`config.mk`:
```
export PLATFORM = sky130hd
export DESIGN_NAME = cci_mpf_prim_rob_alloc_arb_flat
export DESIGN_NICKNAME = d
export VERILOG_FILES = /design/src/rtl/cci_mpf_prim_rob_alloc_arb_if.sv /design/src/rtl/cci_mpf_prim_rob_alloc_arb.sv /design/src/flat_wrapper.sv
export SDC_FILE = /design/constraint.sdc
export NUM_CORES = 1
export LEC_CHECK = 0
export BUFFER_PORTS_ARGS = -buffer_cell sky130_fd_sc_hd__clkbuf_2
export CAP_MARGIN = 0
export CORE_ASPECT_RATIO = 1.25
export CORE_UTILIZATION = 46
export CTS_CLUSTER_DIAMETER = 50
export DETAILED_ROUTE_END_ITERATION = 6
export PLACE_DENSITY = 0.8
export SLEW_MARGIN = 0
export SYNTH_ARGS = -nofsm -noshare
export SYNTH_HDL_FRONTEND = slang
export SYNTH_SLANG_ARGS = --single-unit
```
`constraint.sdc`:
```
create_clock -name clk -period 4.3 [get_ports clk]
set_input_delay 0.215 -clock clk [delete_from_list [all_inputs] [get_ports clk]]
set_output_delay 0.215 -clock clk [all_outputs]
set_load 0.03 [all_outputs]
```
`src/rtl/cci_mpf_prim_rob_alloc_arb_if.sv`:
```
// Request/response and ROB enq/deq control bundle for the ROB allocation arbiter.
// The arbiter connects through the slave modport; the environment (clients and ROB) uses master.
interface cci_mpf_prim_rob_alloc_arb_if #(
    parameter int N_REQ       = 4,
    parameter int N_ENTRIES   = 32,
    parameter int N_META_BITS = 8
);
    localparam int IDX_W  = $clog2(N_ENTRIES);
    localparam int ID_W   = $clog2(N_REQ);
    localparam int META_W = ID_W + N_META_BITS;

    logic [N_REQ-1:0]             req_valid;
    logic [N_REQ*N_META_BITS-1:0] req_meta;
    logic [N_REQ-1:0]             req_grant;
    logic [IDX_W-1:0]             grant_idx;
    logic                         rob_enq_en;
    logic [META_W-1:0]            rob_enqMeta;
    logic                         rob_notFull;
    logic [IDX_W-1:0]             rob_enqIdx;
    logic                         rob_deq_en;
    logic                         rob_notEmpty;
    logic [META_W-1:0]            rob_firstMeta;
    logic [N_REQ-1:0]             rsp_valid;
    logic [N_META_BITS-1:0]       rsp_meta;
    logic [N_REQ-1:0]             rsp_ready;
    logic                         busy;

    modport slave (
        input  req_valid, req_meta, rob_notFull, rob_enqIdx,
               rob_notEmpty, rob_firstMeta, rsp_ready,
        output req_grant, grant_idx, rob_enq_en, rob_enqMeta,
               rob_deq_en, rsp_valid, rsp_meta, busy
    );

    modport master (
        output req_valid, req_meta, rob_notFull, rob_enqIdx,
               rob_notEmpty, rob_firstMeta, rsp_ready,
        input  req_grant, grant_idx, rob_enq_en, rob_enqMeta,
               rob_deq_en, rsp_valid, rsp_meta, busy
    );
endinterface

```
`src/rtl/cci_mpf_prim_rob_alloc_arb.sv`:
```
// Shares one ROB between N_REQ requesters: round-robin slot allocation with a
// per-requester outstanding cap, and head-of-line routing of ROB output to its owner.
module cci_mpf_prim_rob_alloc_arb #(
    parameter int N_REQ           = 4,
    parameter int N_ENTRIES       = 32,
    parameter int N_META_BITS     = 8,
    parameter int MAX_OUTSTANDING = 8
) (
    input  logic clk,
    input  logic reset_n,
    cci_mpf_prim_rob_alloc_arb_if.slave bus
);
    localparam int ID_W   = $clog2(N_REQ);
    localparam int META_W = ID_W + N_META_BITS;
    localparam int CNT_W  = $clog2(MAX_OUTSTANDING + 1);

    logic             run;
    logic [ID_W-1:0]  rr_ptr;
    logic [CNT_W-1:0] cnt [N_REQ];

    logic             grant_found;
    logic [ID_W-1:0]  win;
    logic [ID_W-1:0]  ci;
    int unsigned      cand;
    logic [N_REQ-1:0] grant;

    logic [ID_W-1:0]  rsp_id;
    logic             deq;
    logic             any_cnt;

    // Pick the first eligible requester at or above rr_ptr, wrapping.
    always_comb begin
        grant_found = 1'b0;
        win         = '0;
        ci          = '0;
        cand        = 0;
        grant       = '0;
        if (run && bus.rob_notFull) begin
            for (int unsigned k = 0; k < N_REQ; k++) begin
                cand = (32'(rr_ptr) + k) % N_REQ;
                ci   = cand[ID_W-1:0];
                if (!grant_found && bus.req_valid[ci] &&
                    (cnt[ci] < CNT_W'(MAX_OUTSTANDING))) begin
                    grant_found = 1'b1;
                    win         = ci;
                end
            end
        end
        if (grant_found) begin
            grant[win] = 1'b1;
        end
    end

    // Head-of-line response routing; rsp_valid never looks at rsp_ready.
    always_comb begin
        rsp_id        = bus.rob_firstMeta[META_W-1 -: ID_W];
        deq           = 1'b0;
        bus.rsp_valid = '0;
        bus.rsp_meta  = bus.rob_firstMeta[N_META_BITS-1:0];
        if (run && bus.rob_notEmpty) begin
            bus.rsp_valid[rsp_id] = 1'b1;
            deq                   = bus.rsp_ready[rsp_id];
        end
    end

    // Drive the ROB enqueue side and the busy flag from registered counts.
    always_comb begin
        any_cnt = 1'b0;
        for (int unsigned i = 0; i < N_REQ; i++) begin
            any_cnt = any_cnt | (cnt[i] != '0);
        end
        bus.req_grant   = grant;
        bus.rob_enq_en  = grant_found;
        bus.rob_enqMeta = {win, bus.req_meta[win*N_META_BITS +: N_META_BITS]};
        bus.grant_idx   = bus.rob_enqIdx;
        bus.rob_deq_en  = deq;
        bus.busy        = run && any_cnt;
    end

    // Run flag and round-robin pointer; pointer moves past the winner only on a grant.
    always_ff @(posedge clk or negedge reset_n) begin
        if (!reset_n) begin
            run    <= 1'b0;
            rr_ptr <= '0;
        end else begin
            run <= 1'b1;
            if (grant_found) begin
                rr_ptr <= (32'(win) == N_REQ - 1) ? '0 : win + ID_W'(1);
            end
        end
    end

    // Outstanding counters; a grant and a deq for the same requester cancel out.
    always_ff @(posedge clk or negedge reset_n) begin
        if (!reset_n) begin
            for (int unsigned i = 0; i < N_REQ; i++) begin
                cnt[i] <= '0;
            end
        end else begin
            for (int unsigned i = 0; i < N_REQ; i++) begin
                if (grant[i] && !(deq && rsp_id == ID_W'(i))) begin
                    assert (cnt[i] != CNT_W'(MAX_OUTSTANDING));
                    cnt[i] <= cnt[i] + CNT_W'(1);
                end else if (!grant[i] && deq && rsp_id == ID_W'(i)) begin
                    assert (cnt[i] != '0);
                    cnt[i] <= cnt[i] - CNT_W'(1);
                end
            end
        end
    end
endmodule

```
`src/flat_wrapper.sv`:
```
// flat-port wrapper written by rule: the top's interface ports become plain ports
module cci_mpf_prim_rob_alloc_arb_flat 
#(
    parameter int N_REQ           = 4,
    parameter int N_ENTRIES       = 32,
    parameter int N_META_BITS     = 8,
    parameter int MAX_OUTSTANDING = 8
)
  (clk, reset_n, bus_req_valid, bus_req_meta, bus_rob_notFull, bus_rob_enqIdx, bus_rob_notEmpty, bus_rob_firstMeta, bus_rsp_ready, bus_req_grant, bus_grant_idx, bus_rob_enq_en, bus_rob_enqMeta, bus_rob_deq_en, bus_rsp_valid, bus_rsp_meta, bus_busy);
  cci_mpf_prim_rob_alloc_arb_if #(.N_REQ(N_REQ), .N_ENTRIES(N_ENTRIES), .N_META_BITS(N_META_BITS)) bus_i ();
  input  logic clk;
  input  logic reset_n;
  input wire logic [$bits(bus_i.req_valid)-1:0] bus_req_valid;
  input wire logic [$bits(bus_i.req_meta)-1:0] bus_req_meta;
  input wire logic [$bits(bus_i.rob_notFull)-1:0] bus_rob_notFull;
  input wire logic [$bits(bus_i.rob_enqIdx)-1:0] bus_rob_enqIdx;
  input wire logic [$bits(bus_i.rob_notEmpty)-1:0] bus_rob_notEmpty;
  input wire logic [$bits(bus_i.rob_firstMeta)-1:0] bus_rob_firstMeta;
  input wire logic [$bits(bus_i.rsp_ready)-1:0] bus_rsp_ready;
  output wire logic [$bits(bus_i.req_grant)-1:0] bus_req_grant;
  output wire logic [$bits(bus_i.grant_idx)-1:0] bus_grant_idx;
  output wire logic [$bits(bus_i.rob_enq_en)-1:0] bus_rob_enq_en;
  output wire logic [$bits(bus_i.rob_enqMeta)-1:0] bus_rob_enqMeta;
  output wire logic [$bits(bus_i.rob_deq_en)-1:0] bus_rob_deq_en;
  output wire logic [$bits(bus_i.rsp_valid)-1:0] bus_rsp_valid;
  output wire logic [$bits(bus_i.rsp_meta)-1:0] bus_rsp_meta;
  output wire logic [$bits(bus_i.busy)-1:0] bus_busy;
  assign bus_i.req_valid = bus_req_valid;
  assign bus_i.req_meta = bus_req_meta;
  assign bus_i.rob_notFull = bus_rob_notFull;
  assign bus_i.rob_enqIdx = bus_rob_enqIdx;
  assign bus_i.rob_notEmpty = bus_rob_notEmpty;
  assign bus_i.rob_firstMeta = bus_rob_firstMeta;
  assign bus_i.rsp_ready = bus_rsp_ready;
  assign bus_req_grant = bus_i.req_grant;
  assign bus_grant_idx = bus_i.grant_idx;
  assign bus_rob_enq_en = bus_i.rob_enq_en;
  assign bus_rob_enqMeta = bus_i.rob_enqMeta;
  assign bus_rob_deq_en = bus_i.rob_deq_en;
  assign bus_rsp_valid = bus_i.rsp_valid;
  assign bus_rsp_meta = bus_i.rsp_meta;
  assign bus_busy = bus_i.busy;
  cci_mpf_prim_rob_alloc_arb #(.N_REQ(N_REQ), .N_ENTRIES(N_ENTRIES), .N_META_BITS(N_META_BITS), .MAX_OUTSTANDING(MAX_OUTSTANDING)) u_core (.clk(clk), .reset_n(reset_n), .bus(bus_i));
endmodule
```
# After elaboration in Yosys (flattened, before gate mapping)
# Cells that the tools add are included.
# word_totals
ff_bits	19
inputBits	59
out_inout_bits	34
word_cells	145
# op_classes
n_addsub	12
order_cmp	16
eq_ne	4
shifts	1
mux	51
n_bitwise	7
n_reduce_logical	48
# op_table
op	n
$mux 4	18
$bmux 4 s2	4
$shiftx 32x6->8	1
$logic_and 1x1->1	28
$lt 2x3->1 const B	6
$add 4x1->4 const B	4
$lt 4x4->1 const B	4
$mux 1	16
$reduce_bool 4->1	4
$sub 4x1->4 const B	4
$ge 3x3->1 const B	4
$mux 2	6
$not 2->3	4
$logic_not 1->1	11
$bmux 1 s2	5
$reduce_bool 2->1	4
$eq 2x2->1 const B	3
$add 2x1->2 const B	2
$add 2x2->2 const B	2
$demux 1 s2	2
$ge 2x1->1 const B	2
$or 1x1->1	3
$eq 2x1->1 const B	1
$logic_not 2->1	1

# Longest topological paths before layout
# Gate-level depths: netlist of the first run.
# depth
depth_word	33
mapped_depth	15

# Worst setup path before layout of the first run
# OpenSTA, ideal clock, no wires.
# synth_path
kind	register to register
start	register u_core.cnt[7] (netlist bit)
end	register u_core.cnt[15] (netlist bit)
setup_ns	0.080
arrival_time_ns	3.401
setup_slack_ns	0.819
stages_incl_launch_ff	16
n_path_buf	1
path_cell_list	dfrtp_1 nand2b_4 nand3_1 or3b_4 nor3_2 clkbuf_1 inv_1 ha_1 nand2_1 a21oi_1 inv_1 ha_1 a21o_1 a21oi_1 mux2i_1 xnor2_1
# synth_via
elab_chain_cells	31
word_cells_on_any_way	51
cone_classes	order compare: 6; mux: 29; reduce/logical: 16
# synth_lines
item	line_no	rtl
start, declared	cci_mpf_prim_rob_alloc_arb.sv:19	logic [CNT_W-1:0] cnt [N_REQ];
start signal, assigned by index	cci_mpf_prim_rob_alloc_arb.sv:103	cnt[i] <= cnt[i] + CNT_W'(1);
start signal, assigned by index	cci_mpf_prim_rob_alloc_arb.sv:106	cnt[i] <= cnt[i] - CNT_W'(1);
$bmux 4 s2	cci_mpf_prim_rob_alloc_arb.sv:43	(cnt[ci] < CNT_W'(MAX_OUTSTANDING))) begin
$mux 4 (implied by the code) (2 in a row)	cci_mpf_prim_rob_alloc_arb.sv:43	
$lt 4x4->1	cci_mpf_prim_rob_alloc_arb.sv:43	
$logic_and 1x1->1	cci_mpf_prim_rob_alloc_arb.sv:42	if (!grant_found && bus.req_valid[ci] &&
$mux 1	cci_mpf_prim_rob_alloc_arb.sv:42	
$mux 1	cci_mpf_prim_rob_alloc_arb.sv:38	if (run && bus.rob_notFull) begin
$logic_not 1->1	cci_mpf_prim_rob_alloc_arb.sv:42	
$logic_and 1x1->1 (2 in a row)	cci_mpf_prim_rob_alloc_arb.sv:42	
(+12 left out)	n/a	
net bus_rob_enqMeta[9]	flat_wrapper.sv:23	output wire logic [$bits(bus_i.rob_enqMeta)-1:0] bus_rob_enqMeta;
$lt 2x3->1 (implied by the code) / $ge 2x1->1 (equally long branches)	cci_mpf_prim_rob_alloc_arb.sv:50	grant[win] = 1'b1;
$logic_and 1x1->1 (implied by the code)	cci_mpf_prim_rob_alloc_arb.sv:50	
$mux 1 (implied by the code)	cci_mpf_prim_rob_alloc_arb.sv:50	
$demux 1 s2 *	n/a	
$mux 4 *	cci_mpf_prim_rob_alloc_arb.sv:49	if (grant_found) begin
$logic_not 1->1	cci_mpf_prim_rob_alloc_arb.sv:104	end else if (!grant[i] && deq && rsp_id == ID_W'(i)) begin
$logic_and 1x1->1 (2 in a row)	cci_mpf_prim_rob_alloc_arb.sv:104	
$reduce_bool 2->1 (no source line)	n/a	
# Mark *: on every way through the listed nets, which the timed path passes. The rest lies on a longest branch. The select of a mux whose other input is x is not followed.
# A chain may end at the register's enable or synchronous reset.

# Worst setup path in the final report of the first run
# layout_path
start	register u_core.rr_ptr[1]
end	register u_core.cnt[15] (netlist bit)
# layout_via
elab_chain_cells	32
word_cells_on_any_way	66
cone_classes	add/sub: 3; order compare: 6; mux: 37; bitwise: 4; reduce/logical: 16
# layout_lines
item	line_no	rtl
start, declared	cci_mpf_prim_rob_alloc_arb.sv:18	logic [ID_W-1:0] rr_ptr;
start signal, assigned	cci_mpf_prim_rob_alloc_arb.sv:88	rr_ptr <= (32'(win) == N_REQ - 1) ? '0 : win + ID_W'(1);
$not 2->3 (implied by the code)	cci_mpf_prim_rob_alloc_arb.sv:43	
$bmux 4 s2	cci_mpf_prim_rob_alloc_arb.sv:43	
$mux 4 (implied by the code) (2 in a row)	cci_mpf_prim_rob_alloc_arb.sv:43	
$lt 4x4->1	cci_mpf_prim_rob_alloc_arb.sv:43	
$logic_and 1x1->1	cci_mpf_prim_rob_alloc_arb.sv:42	
$mux 1	cci_mpf_prim_rob_alloc_arb.sv:42	
$mux 1	cci_mpf_prim_rob_alloc_arb.sv:38	
$logic_not 1->1	cci_mpf_prim_rob_alloc_arb.sv:42	
(+14 left out)	n/a	
$lt 2x3->1 (implied by the code) / $ge 2x1->1 (equally long branches)	cci_mpf_prim_rob_alloc_arb.sv:50	
$logic_and 1x1->1 (implied by the code)	cci_mpf_prim_rob_alloc_arb.sv:50	
$mux 1 (implied by the code)	cci_mpf_prim_rob_alloc_arb.sv:50	
$demux 1 s2	n/a	
$mux 4 *	cci_mpf_prim_rob_alloc_arb.sv:49	
$logic_not 1->1	cci_mpf_prim_rob_alloc_arb.sv:104	
$logic_and 1x1->1 (2 in a row)	cci_mpf_prim_rob_alloc_arb.sv:104	
$reduce_bool 2->1 (no source line)	n/a	
# Mark *: on every way between the ends. The rest lies on a longest branch, timed or not. The select of a mux whose other input is x is not followed.

==> results of run 1 <==
-- area by class of cell --
class                      instances  area (µm²)
multi-input combinational        144        1240
clock buffer                       4        45.0
tap                               54        67.6
sequential                        19         475
fill                             356        1620
timing repair buffer              68         348
inverter                           7        26.3
-- worst max-delay path: cells and delay by family, from the launching register on --
kind / cells / cell delay (ns)
simple gates: 2 / 0.52
compound gates: 5 / 1.15
xor+xnor: 1 / 0.13
flops: 1 / 0.43
fa+ha+maj: 2 / 0.52
mux: 1 / 0.24
buf+inv: 1 / 0.13
-- cells by family after synthesis --
family,after synthesis,share of synthesized area
buffers and inverters,23,0.0788
xor gates and xnor gates,15,0.0748
other,1,0.00202
and+or+nand+nor,50,0.178
adders and majority gates,13,0.104
AOI/OAI and AO/OA,38,0.144
DFF,19,0.256
muxes,27,0.163
-- state kept, by name, indices dropped and copies added (netlist names) --
signal	cells
u_core.run	1
u_core.rr_ptr	2
u_core.cnt	16
-- worst max path at each step --
stage                                       startpoint                         end  depth (start not counted)
after floorplan              u_core.cnt[7]$_DFFE_PN0P_  u_core.cnt[15]$_DFFE_PN0P_                         15
after global placement      u_core.cnt[15]$_DFFE_PN0P_  u_core.cnt[15]$_DFFE_PN0P_                         12
after detailed placement  u_core.rr_ptr[1]$_DFFE_PN0P_   u_core.cnt[7]$_DFFE_PN0P_                         12
after CTS                 u_core.rr_ptr[1]$_DFFE_PN0P_   u_core.cnt[7]$_DFFE_PN0P_                         12
after global routing      u_core.rr_ptr[1]$_DFFE_PN0P_  u_core.cnt[15]$_DFFE_PN0P_                         12
final                     u_core.rr_ptr[1]$_DFFE_PN0P_  u_core.cnt[15]$_DFFE_PN0P_                         12
-- power by group through the flow --
| stage | logic (µW) | clock network (µW) | registers [µW] |
|---|---|---|---|
| 2_1_floorplan | 568 | 0 | 360 |
| 3_3_place_gp | 661 | 0 | 388 |
| 3_5_place_dp | 684 | 0 | 391 |
| 4_1_cts | 688 | 128 | 388 |
| 5_1_grt | 765 | 135 | 407 |
| 6_report | 682 | 124 | 388 |
-- per-layer routing --
metal,share of wire,wire length [µm],vias to the layer above,global-route usage
met4,0.027,112,0,0.0847
met1,0.40,1660,771,0.243
met2,0.53,2180,44,0.336
met3,0.038,157,10,0.0408
met5,0,0,-,0
li1,-,-,773,-
-- placed cells by master (no fill, tap or decap), types with 2 or more instances in the layout --
cell type | Yosys | routed
clkbuf_2 | 0 | 66
dfrtp_1 | 19 | 19
a21oi_1 | 17 | 17
nor2_1 | 14 | 14
nand2_1 | 10 | 10
mux2i_1 | 10 | 10
mux2_2 | 10 | 10
ha_1 | 9 | 9
xnor2_1 | 8 | 8
inv_1 | 6 | 6
mux2_1 | 6 | 6
xor2_1 | 6 | 6
a21o_1 | 5 | 5
a41oi_1 | 4 | 4
nor4_1 | 4 | 4
fa_1 | 4 | 4
a22oi_1 | 3 | 3
clkbuf_8 | 0 | 3
or3b_4 | 2 | 2
nand2b_4 | 2 | 2
a21oi_2 | 2 | 2
nand3_1 | 2 | 2
nor3_1 | 2 | 2
nor4_4 | 2 | 2
and3_1 | 2 | 2
-- metrics by stage --
stage / cell area [µm²] / utilization / power, µW / setup WS, ns
final: 2200 / 0.576 / 1190 / 1.12
after CTS: 2200 / 0.576 / 1200 / 1.08
after detailed placement: 2140 / 0.562 / 1080 / 1.09
after global placement: 2140 / 0.562 / 1050 / 1.20
after floorplan: 1860 / - / 928 / 0.819
after global routing: 2200 / 0.576 / 1310 / 0.822
==> impl_metrics.env, run 1 <==
export IMPL_fp_dieH_um=73.1
export IMPL_power_frac_comb=0.571
export IMPL_whs_path_depth=4
export IMPL_yosysMostFrequentCell="dfrtp_1"
export IMPL_synth_distinct_cells=47
export IMPL_drive_gt1_frac=0.409
export IMPL_pwr_share_clk=0.104
export IMPL_clock_root_buffer="clkbuf_8"
export IMPL_initial_core_util=0.487
export IMPL_fin_nets=315
export IMPL_htreeDepth=1
export IMPL_grt_pass1_vias=1411
export IMPL_synth_edf_count=0
export IMPL_r2r_end="u_core.cnt[15]$_DFFE_PN0P_"
export IMPL_finalHoldViolations=0
export IMPL_cts_tree="built"
export IMPL_worstHoldStart="bus_rsp_ready[3]"
export IMPL_synth_area_leaders="dfrtp_1 26%, ha_1 6.1%, mux2_2 6.1%"
export IMPL_fin_skew_ns=0.00438
export IMPL_irDropWorstVdd_mv=0.284
export IMPL_route_detailed_drc=0
export IMPL_ys_warn_count=0
export IMPL_netlist_area_um2=1860
export IMPL_post_cts_buffers=0
export IMPL_startpoint_type="register"
export IMPL_clock_latency_ns=0.26
export IMPL_dp_hpwl_um=3410
export IMPL_cp_end_kind="register"
export IMPL_avgRoutedWirePerCell_um=13.9
export IMPL_synthArstFlopShare=1.00
export IMPL_ys_ff_latch=19
export IMPL_powerDensity_nw_per_um2=543
export IMPL_wirelength_um=4110
export IMPL_setup_violations=0
export IMPL_timing_final_crit_share=0.741
export IMPL_crit_chain="or3b_4 -> a21oi_2 -> a211o_2 -> ha_1 -> nand2_1 -> a21oi_1 -> inv_1 -> ha_1 -> a21o_1 -> a21oi_1 -> mux2i_1 -> xnor2_1"
export IMPL_cts_resized=0
export IMPL_coreArea_um2=3820
export IMPL_cp_arrival_ns=3.37
export IMPL_yosys_most_used_dff="dfrtp_1"
export IMPL_worstSetupPathType="reg -> reg"
export IMPL_crit_path_top_delay_cell="a211o_2"
export IMPL_cp_data_required_time_ns=4.49
export IMPL_die_width_um=58.8
export IMPL_timing_hold_ws_ns=0.414
export IMPL_reg2reg_depth=12
export IMPL_overflow=0
export IMPL_place_inst=291
export IMPL_max_slew_worst_pin_slew_ns=0.554
export IMPL_clk_pin_slew_ns=0.07
export IMPL_synth_top_area_cell="dfrtp_1"
export IMPL_final_cells=296
export IMPL_drv_cap=0
export IMPL_sw_frac_of_total=0.455
export IMPL_cp_max_fo=21
export IMPL_run_status="finished clean"
export IMPL_grt_pass1_wl_um=6490
export IMPL_cts_sinks=19
export IMPL_grt_max_degree=22
export IMPL_hold_end="u_core.cnt[3]$_DFFE_PN0P_"
export IMPL_power_frac_seq=0.325
export IMPL_first_pass_iters=4
export IMPL_r2r_start="u_core.rr_ptr[1]$_DFFE_PN0P_"
export IMPL_p_int_uw=651
export IMPL_drtIter0Drc=62
export IMPL_num_rows=25
export IMPL_viasPerCell=5.40
export IMPL_netlist_area_leader_share=0.256
export IMPL_rsz0062_at_grt="false"
export IMPL_synth_cells=186
export IMPL_grt_antenna_before_repair=0
export IMPL_ant_nets=0
export IMPL_hold_buffers=1
export IMPL_via_count=1598
export IMPL_maxSlewViolCount=0
export IMPL_avgSynthCellArea_um2=9.99
export IMPL_max_slew_margin_rel=0.630
export IMPL_portBuffers=66
export IMPL_switchingPower_uw=543
export IMPL_finalSetupTns_ns=0
export IMPL_synth_commonest_cells="19 x dfrtp_1, 17 x a21oi_1, 14 x buf_4, 14 x nor2_1"
export IMPL_diodes=0
export IMPL_critPathMaxStageDelay_ns=0.46
export IMPL_place_congestion=0.838
export IMPL_max_freq_mhz=314
export IMPL_hold_class="in -> reg"
export IMPL_grtUsageTotal=0.199
export IMPL_fp_dieArea_um2=4300
export IMPL_area_growth_pct=18.3
export IMPL_reg2reg_slack_ns=1.12
export IMPL_p_leak_uw=0.00106
export IMPL_ios=93
export IMPL_synth_seq_area_share=0.256
export IMPL_numCtsBuffers=3
export IMPL_fin_crit_ns=3.18
export IMPL_syn_nets=258
export IMPL_clk_path_buf_depth=2
Note: power is estimated with default switching activity, not from simulation.
==> inputs of run 2 (changes only) <==
--- a/config.mk
+++ b/config.mk
@@ -8,10 +8,10 @@
 export BUFFER_PORTS_ARGS = -buffer_cell sky130_fd_sc_hd__clkbuf_2
 export CAP_MARGIN = 0
 export CORE_ASPECT_RATIO = 1.25
-export CORE_UTILIZATION = 46
+export CORE_UTILIZATION = 42
 export CTS_CLUSTER_DIAMETER = 50
 export DETAILED_ROUTE_END_ITERATION = 6
-export PLACE_DENSITY = 0.8
+export PLACE_DENSITY = 0.77
 export SLEW_MARGIN = 0
 export SYNTH_ARGS = -nofsm -noshare
 export SYNTH_HDL_FRONTEND = slang
==> constraint.sdc (replaced) <==
create_clock -name clk -period 2.8 [get_ports clk]
set_input_delay 0.14 -clock clk [delete_from_list [all_inputs] [get_ports clk]]
set_output_delay 0.14 -clock clk [all_outputs]
set_load 0.03 [all_outputs]
==> run 2 against run 1 <==
Register-to-register slack worse by 1.1 ns. Utilization increased by 3.4 points. Sequential power increased by 59%. Clock power up 61%. Largest cell class unchanged. Largest power group unchanged. Highest routed layer unchanged.
==> impl_metrics.env, run 2 (synthesis results as in run 1) <==
export IMPL_diodes=0
export IMPL_crit_path_top_delay_cell="dfrtp_1"
export IMPL_overflow=0
export IMPL_ant_nets=0
export IMPL_timing_final_crit_share=0.993
export IMPL_fin_crit_ns=2.78
export IMPL_fin_skew_ns=0.00663
export IMPL_r2r_start="u_core.cnt[11]$_DFFE_PN0P_"
export IMPL_irDropWorstVdd_mv=0.518
export IMPL_grt_antenna_before_repair=0
export IMPL_place_congestion=0.854
export IMPL_cp_arrival_ns=2.93
export IMPL_crit_start="u_core.cnt[11]$_DFFE_PN0P_"
export IMPL_htreeDepth=1
export IMPL_viasPerCell=5.20
export IMPL_cp_data_required_time_ns=2.95
export IMPL_reg_top3="u_core.cnt (16), u_core.rr_ptr (2), u_core.run (1)"
export IMPL_worstSetupPathType="reg -> reg"
export IMPL_avgRoutedWirePerCell_um=14.1
export IMPL_clk_path_buf_depth=2
export IMPL_setup_violations=0
export IMPL_grt_pass1_wl_um=7380
export IMPL_ios=93
export IMPL_worst_path_buf_inv=2
export IMPL_wirelength_um=4540
export IMPL_initial_core_util=0.446
export IMPL_coreArea_um2=4160
export IMPL_hold_class="in -> out"
export IMPL_placed_area_um2=2300
export IMPL_largest_register_ffs=16
export IMPL_drv_cap=0
export IMPL_final_cell_mix="66 x clkbuf_2, 22 x buf_4, 17 x dfrtp_1, 14 x nor2_1, 13 x a21oi_1"
export IMPL_dp_hpwl_um=3580
export IMPL_critPathMaxStageDelay_ns=0.43
export IMPL_cp_max_fo=5
export IMPL_die_width_um=61.5
export IMPL_first_pass_iters=4
export IMPL_post_place_ws_ns=-0.0474
export IMPL_grt_max_degree=20
export IMPL_finalHoldViolations=0
export IMPL_numCtsBuffers=3
export IMPL_grtUsageTotal=0.206
export IMPL_fp_dieArea_um2=4700
export IMPL_worstHoldStart="bus_rob_enqIdx[1]"
export IMPL_run_status="finished clean"
export IMPL_top_register="u_core.cnt"
export IMPL_drive_gt1_frac=0.543
export IMPL_portBuffers=66
export IMPL_area_growth_pct=36.6
export IMPL_startpoint_type="register"
export IMPL_powerDensity_nw_per_um2=851
export IMPL_drtIter0Drc=55
export IMPL_via_count=1668
export IMPL_grt_pass1_vias=1667
export IMPL_final_setup_worst_slack_ns=0.0200
export IMPL_crit_chain="and2b_2 -> a21oi_1 -> o221a_4 -> buf_4 -> nor4_4 -> nand2_2 -> buf_6 -> fa_2 -> xor2_1 -> mux2_1"
export IMPL_p_leak_uw=0.00120
export IMPL_clock_latency_ns=0.26
export IMPL_cp_end_kind="register"
export IMPL_fp_dieH_um=76.4
export IMPL_num_fill_cells=389
export IMPL_maxSlewViolCount=0
export IMPL_crit_family="simple AND/OR/NAND/NOR gates"
export IMPL_max_freq_mhz=360
export IMPL_rsz0062_at_grt="true"
export IMPL_cts_sinks=19
export IMPL_clock_root_buffer="clkbuf_8"
export IMPL_num_rows=26
export IMPL_cts_tree="built"
export IMPL_mostFrequentLayoutCell="clkbuf_2"
export IMPL_route_detailed_drc=0
export IMPL_clk_pin_slew_ns=0.08
export IMPL_fin_nets=338
export IMPL_design_area_um2=2540
run 2: cell count changes in the layout (fill, tap and decap cells not counted), sizes merged:
cell      previous run  this run
clkinvlp             0         1
buf                  1        24
clkbuf              70        69
run 2: area by class of cell:
| class | instances | area (µm²) | area share |
|---|---|---|---|
| multi-input cells | 144 | 1380 | 0.544 |
| flip-flops and latches | 19 | 478 | 0.188 |
| clock inverters | 1 | 7.51 | 0.00296 |
| clock buffers | 3 | 41.3 | 0.0163 |
| inverters | 7 | 33.8 | 0.0133 |
| well taps | 56 | 70.1 | 0.0276 |
| repair buffers | 91 | 528 | 0.208 |
run 2: path summary, 6_finish.rpt:
check | slack (ns) | cells after the start | endpoint
max in group asynchronous | 2.08 | 2 | u_core.rr_ptr[1]$_DFFE_PN0P_
worst max-delay path | 0.02 | 10 | u_core.cnt[6]$_DFFE_PN0P_
min in group asynchronous | 0.36 | 2 | u_core.cnt[8]$_DFFE_PN0P_
worst max register to register | 0.02 | 10 | u_core.cnt[6]$_DFFE_PN0P_
worst min-delay path | 0.28 | 0 | bus_grant_idx[1]
worst min register to register | 0.54 | 1 | u_core.cnt[6]$_DFFE_PN0P_
run 2: through the flow:
step	instances	total power (µW)	hold slack [ns]	TNS (ns)	utilization
finish	321	2160	0.280	0	0.610
global route	321	2340	0.280	-0.341	0.610
CTS	307	2010	0.280	0	0.570
detailed placement	302	1790	0.126	-0.0474	0.553
global placement	302	1750	0.125	0	0.553
floorplan	186	1520	-0.156	-0.657	-
run 2: metal layers:
layer	track usage	wire, µm	vias up
li1	-	-	825
met2	0.361	2540	32
met1	0.242	1780	802
met3	0.0289	135	9
met5	0	0	-
met4	0.0756	85	0
run 2: report_power, final:
| group | total [µW] | switching (µW) | internal (µW) |
|---|---|---|---|
| Clock | 200 | 99.9 | 101 |
| Combinational | 1350 | 663 | 682 |
| Sequential | 616 | 204 | 412 |
| Total | 2160 | 967 | 1190 |
run 2: repair_timing:
item,CTS,global route
buffers inserted,0,14
gates cloned,0,0
hold buffers,1,0
endpoints found under the hold margin,19,0
gates resized for setup,3,10
setup endpoints to repair,2,5
pin swaps,1,14
==> inputs of run 3 (changes only) <==
==> constraint.sdc (replaced) <==
create_clock -name clk -period 2.4 [get_ports clk]
set_input_delay 0.12 -clock clk [delete_from_list [all_inputs] [get_ports clk]]
set_output_delay 0.12 -clock clk [all_outputs]
set_load 0.03 [all_outputs]
==> run 3 against run 2 <==
The flow now finishes with violations (setup timing). Largest power group unchanged. Global-route usage grew 4.0 points. Critical path type unchanged. Combinational power grew 60%. Register-to-register slack lost 0.41 ns. Die area is the same. Fmax shrank 0.53%. Worst hold slack lost 0.040 ns. First-iteration DRC count shrank 5.5%. Highest routed layer unchanged. Sequential share of layout area shrank 3.4 points.
==> impl_metrics.env, run 3 (synthesis results as in run 1) <==
export IMPL_place_congestion=0.897
export IMPL_clk_pin_slew_ns=0.07
export IMPL_crit_start="u_core.cnt[7]$_DFFE_PN0P_"
export IMPL_numCtsBuffers=3
export IMPL_met3_usage=0.0289
export IMPL_met2_usage=0.432
export IMPL_crit_path_top_delay_cell="dfrtp_1"
export IMPL_grtUsageTotal=0.246
export IMPL_timing_final_crit_share=1.16
export IMPL_final_cell_mix="56 x clkbuf_2, 43 x buf_4, 19 x buf_6, 18 x dfrtp_1, 15 x mux2_4"
export IMPL_overflow=0
export IMPL_drive_gt1_frac=0.679
export IMPL_die_width_um=61.5
export IMPL_num_fill_cells=288
export IMPL_max_slew_worst_pin_slew_ns=0.602
export IMPL_initial_core_util=0.446
export IMPL_clock_latency_ns=0.27
export IMPL_mostFrequentLayoutCell="clkbuf_2"
export IMPL_portBuffers=66
export IMPL_run_status="finished, violations left"
export IMPL_clk_path_buf_depth=2
export IMPL_via_count=1852
export IMPL_cts_tree="built"
export IMPL_largest_register_ffs=16
export IMPL_clock_root_buffer="clkbuf_8"
export IMPL_r2r_start="u_core.cnt[7]$_DFFE_PN0P_"
export IMPL_fin_skew_ns=0.0101
export IMPL_ant_nets=0
export IMPL_cp_arrival_ns=2.94
export IMPL_cp_data_required_time_ns=2.55
export IMPL_hold_class="in -> out"
export IMPL_grt_util_met1=0.284
export IMPL_coreArea_um2=4160
export IMPL_crit_cells=12
export IMPL_drv_cap=0
export IMPL_critPathMaxStageDelay_ns=0.43
export IMPL_whs_path_depth=0
export IMPL_placed_area_um2=2560
export IMPL_finalHoldViolations=0
export IMPL_setup_violations=23
export IMPL_max_slew_margin_rel=0.598
export IMPL_top_register="u_core.cnt"
export IMPL_finalSetupTns_ns=-4.33
export IMPL_cp_max_fo=3
export IMPL_num_rows=26
export IMPL_startpoint_type="register"
export IMPL_route_detailed_drc=0
export IMPL_fin_crit_ns=2.79
export IMPL_avgRoutedWirePerCell_um=17.1
export IMPL_fp_dieArea_um2=4700
export IMPL_powerDensity_nw_per_um2=1010
export IMPL_worstHoldStart="bus_rob_enqIdx[2]"
export IMPL_drtIter0Drc=52
export IMPL_worst_path_buf_inv=2
export IMPL_irDropWorstVdd_mv=0.518
export IMPL_diodes=0
export IMPL_grt_pass1_vias=1957
export IMPL_rsz0062_at_grt="true"
export IMPL_viasPerCell=5.26
export IMPL_grt_antenna_before_repair=0
export IMPL_grt_busiest_layer="met2"
export IMPL_crit_chain="nand2b_4 -> nand3_2 -> or3b_4 -> buf_6 -> nor4_4 -> nand2_2 -> ha_4 -> a21o_1 -> a21oi_2 -> buf_4 -> a22oi_2 -> xnor2_1"
export IMPL_grt_max_degree=20
export IMPL_worstSetupPathType="reg -> reg"
export IMPL_wirelength_um=6030
export IMPL_p_leak_uw=0.00148
export IMPL_violations="setup timing"
export IMPL_reg_top3="u_core.cnt (16), u_core.rr_ptr (2), u_core.run (1)"
export IMPL_cp_end_kind="register"
export IMPL_grt_pass1_wl_um=8710
export IMPL_max_freq_mhz=358
export IMPL_fin_nets=369
export IMPL_maxSlewViolCount=0
export IMPL_reg2reg_depth=12
export IMPL_area_growth_pct=66.8
export IMPL_design_area_um2=3100
export IMPL_fp_dieH_um=76.4
export IMPL_crit_family="simple AND/OR/NAND/NOR gates"
export IMPL_ios=93
export IMPL_htreeDepth=1
export IMPL_final_setup_worst_slack_ns=-0.395
export IMPL_dp_hpwl_um=3850
export IMPL_first_pass_iters=4
export IMPL_cts_sinks=19
[run 3: changes by cell type in the layout (fill, tap and decap cells not counted), moves of 5 or more]
cell      before  now
a21oi_2        5   10
buf_6          2   19
mux2_2         9    0
nor2_4         0    5
buf_4         22   43
nor2_1        14    7
mux2_1         6    1
a21oi_1       13    7
mux2_4         1   15
clkbuf_2      66   56
[run 3: metrics by stage]
stage	instances	total power, µW	util	hold WS, ns	setup WS, ns
final	352	3120	0.744	0.240	-0.395
after global routing	352	3330	0.744	0.240	-0.505
after CTS	343	2810	0.686	0.240	-0.267
after detailed placement	330	2330	0.615	0.115	-0.414
after global placement	330	2280	0.615	0.114	-0.321
after floorplan	186	1830	-	-0.176	-0.590
[run 3: worst reg2reg max path: stages, from the launching register on]
cell	delay (ns)
dfrtp_1	0.43
nand2b_4	0.17
nand3_2	0.09
or3b_4	0.41
buf_6	0.14
nor4_4	0.30
nand2_2	0.16
ha_4	0.24
a21o_1	0.17
a21oi_2	0.22
buf_4	0.16
a22oi_2	0.06
xnor2_1	0.14
[run 3: path summary, 6_finish.rpt]
path | to | slack [ns]
worst min register to register | u_core.cnt[0]$_DFFE_PN0P_ | 0.56
worst max-delay path | u_core.cnt[7]$_DFFE_PN0P_ | -0.39
worst max register to register | u_core.cnt[7]$_DFFE_PN0P_ | -0.39
worst min-delay path | bus_grant_idx[2] | 0.24
max in group asynchronous | u_core.cnt[15]$_DFFE_PN0P_ | 1.66
min in group asynchronous | u_core.cnt[4]$_DFFE_PN0P_ | 0.36
[run 3: layout make-up]
class | instances | area, µm² | share of cell area
clock buffer | 4 | 45.0 | 0.0145
timing repair buffer | 122 | 877 | 0.283
tap | 56 | 70.1 | 0.0226
multi-input combinational | 144 | 1600 | 0.515
inverter | 7 | 33.8 | 0.0109
sequential | 19 | 477 | 0.154
[run 3: what timing repair did]
action | CTS | global route
buffers inserted | 8 | 10
gates resized for setup | 38 | 49
pin swaps | 20 | 22
endpoints found under the hold margin | 19 | 0
endpoints found under the setup margin | 19 | 27
hold buffers | 1 | 0
cloned | 0 | 1
[run 3: per-layer routing]
metal | wire length [µm] | share of wire
met5 | 0 | 0
met4 | 190 | 0.032
met2 | 3350 | 0.56
met3 | 143 | 0.024
met1 | 2340 | 0.39
[run 3: report_power, final]
| group | switching [µW] | internal, µW |
|---|---|---|
| combinational | 991 | 1170 |
| sequential | 243 | 478 |
| clock | 122 | 119 |
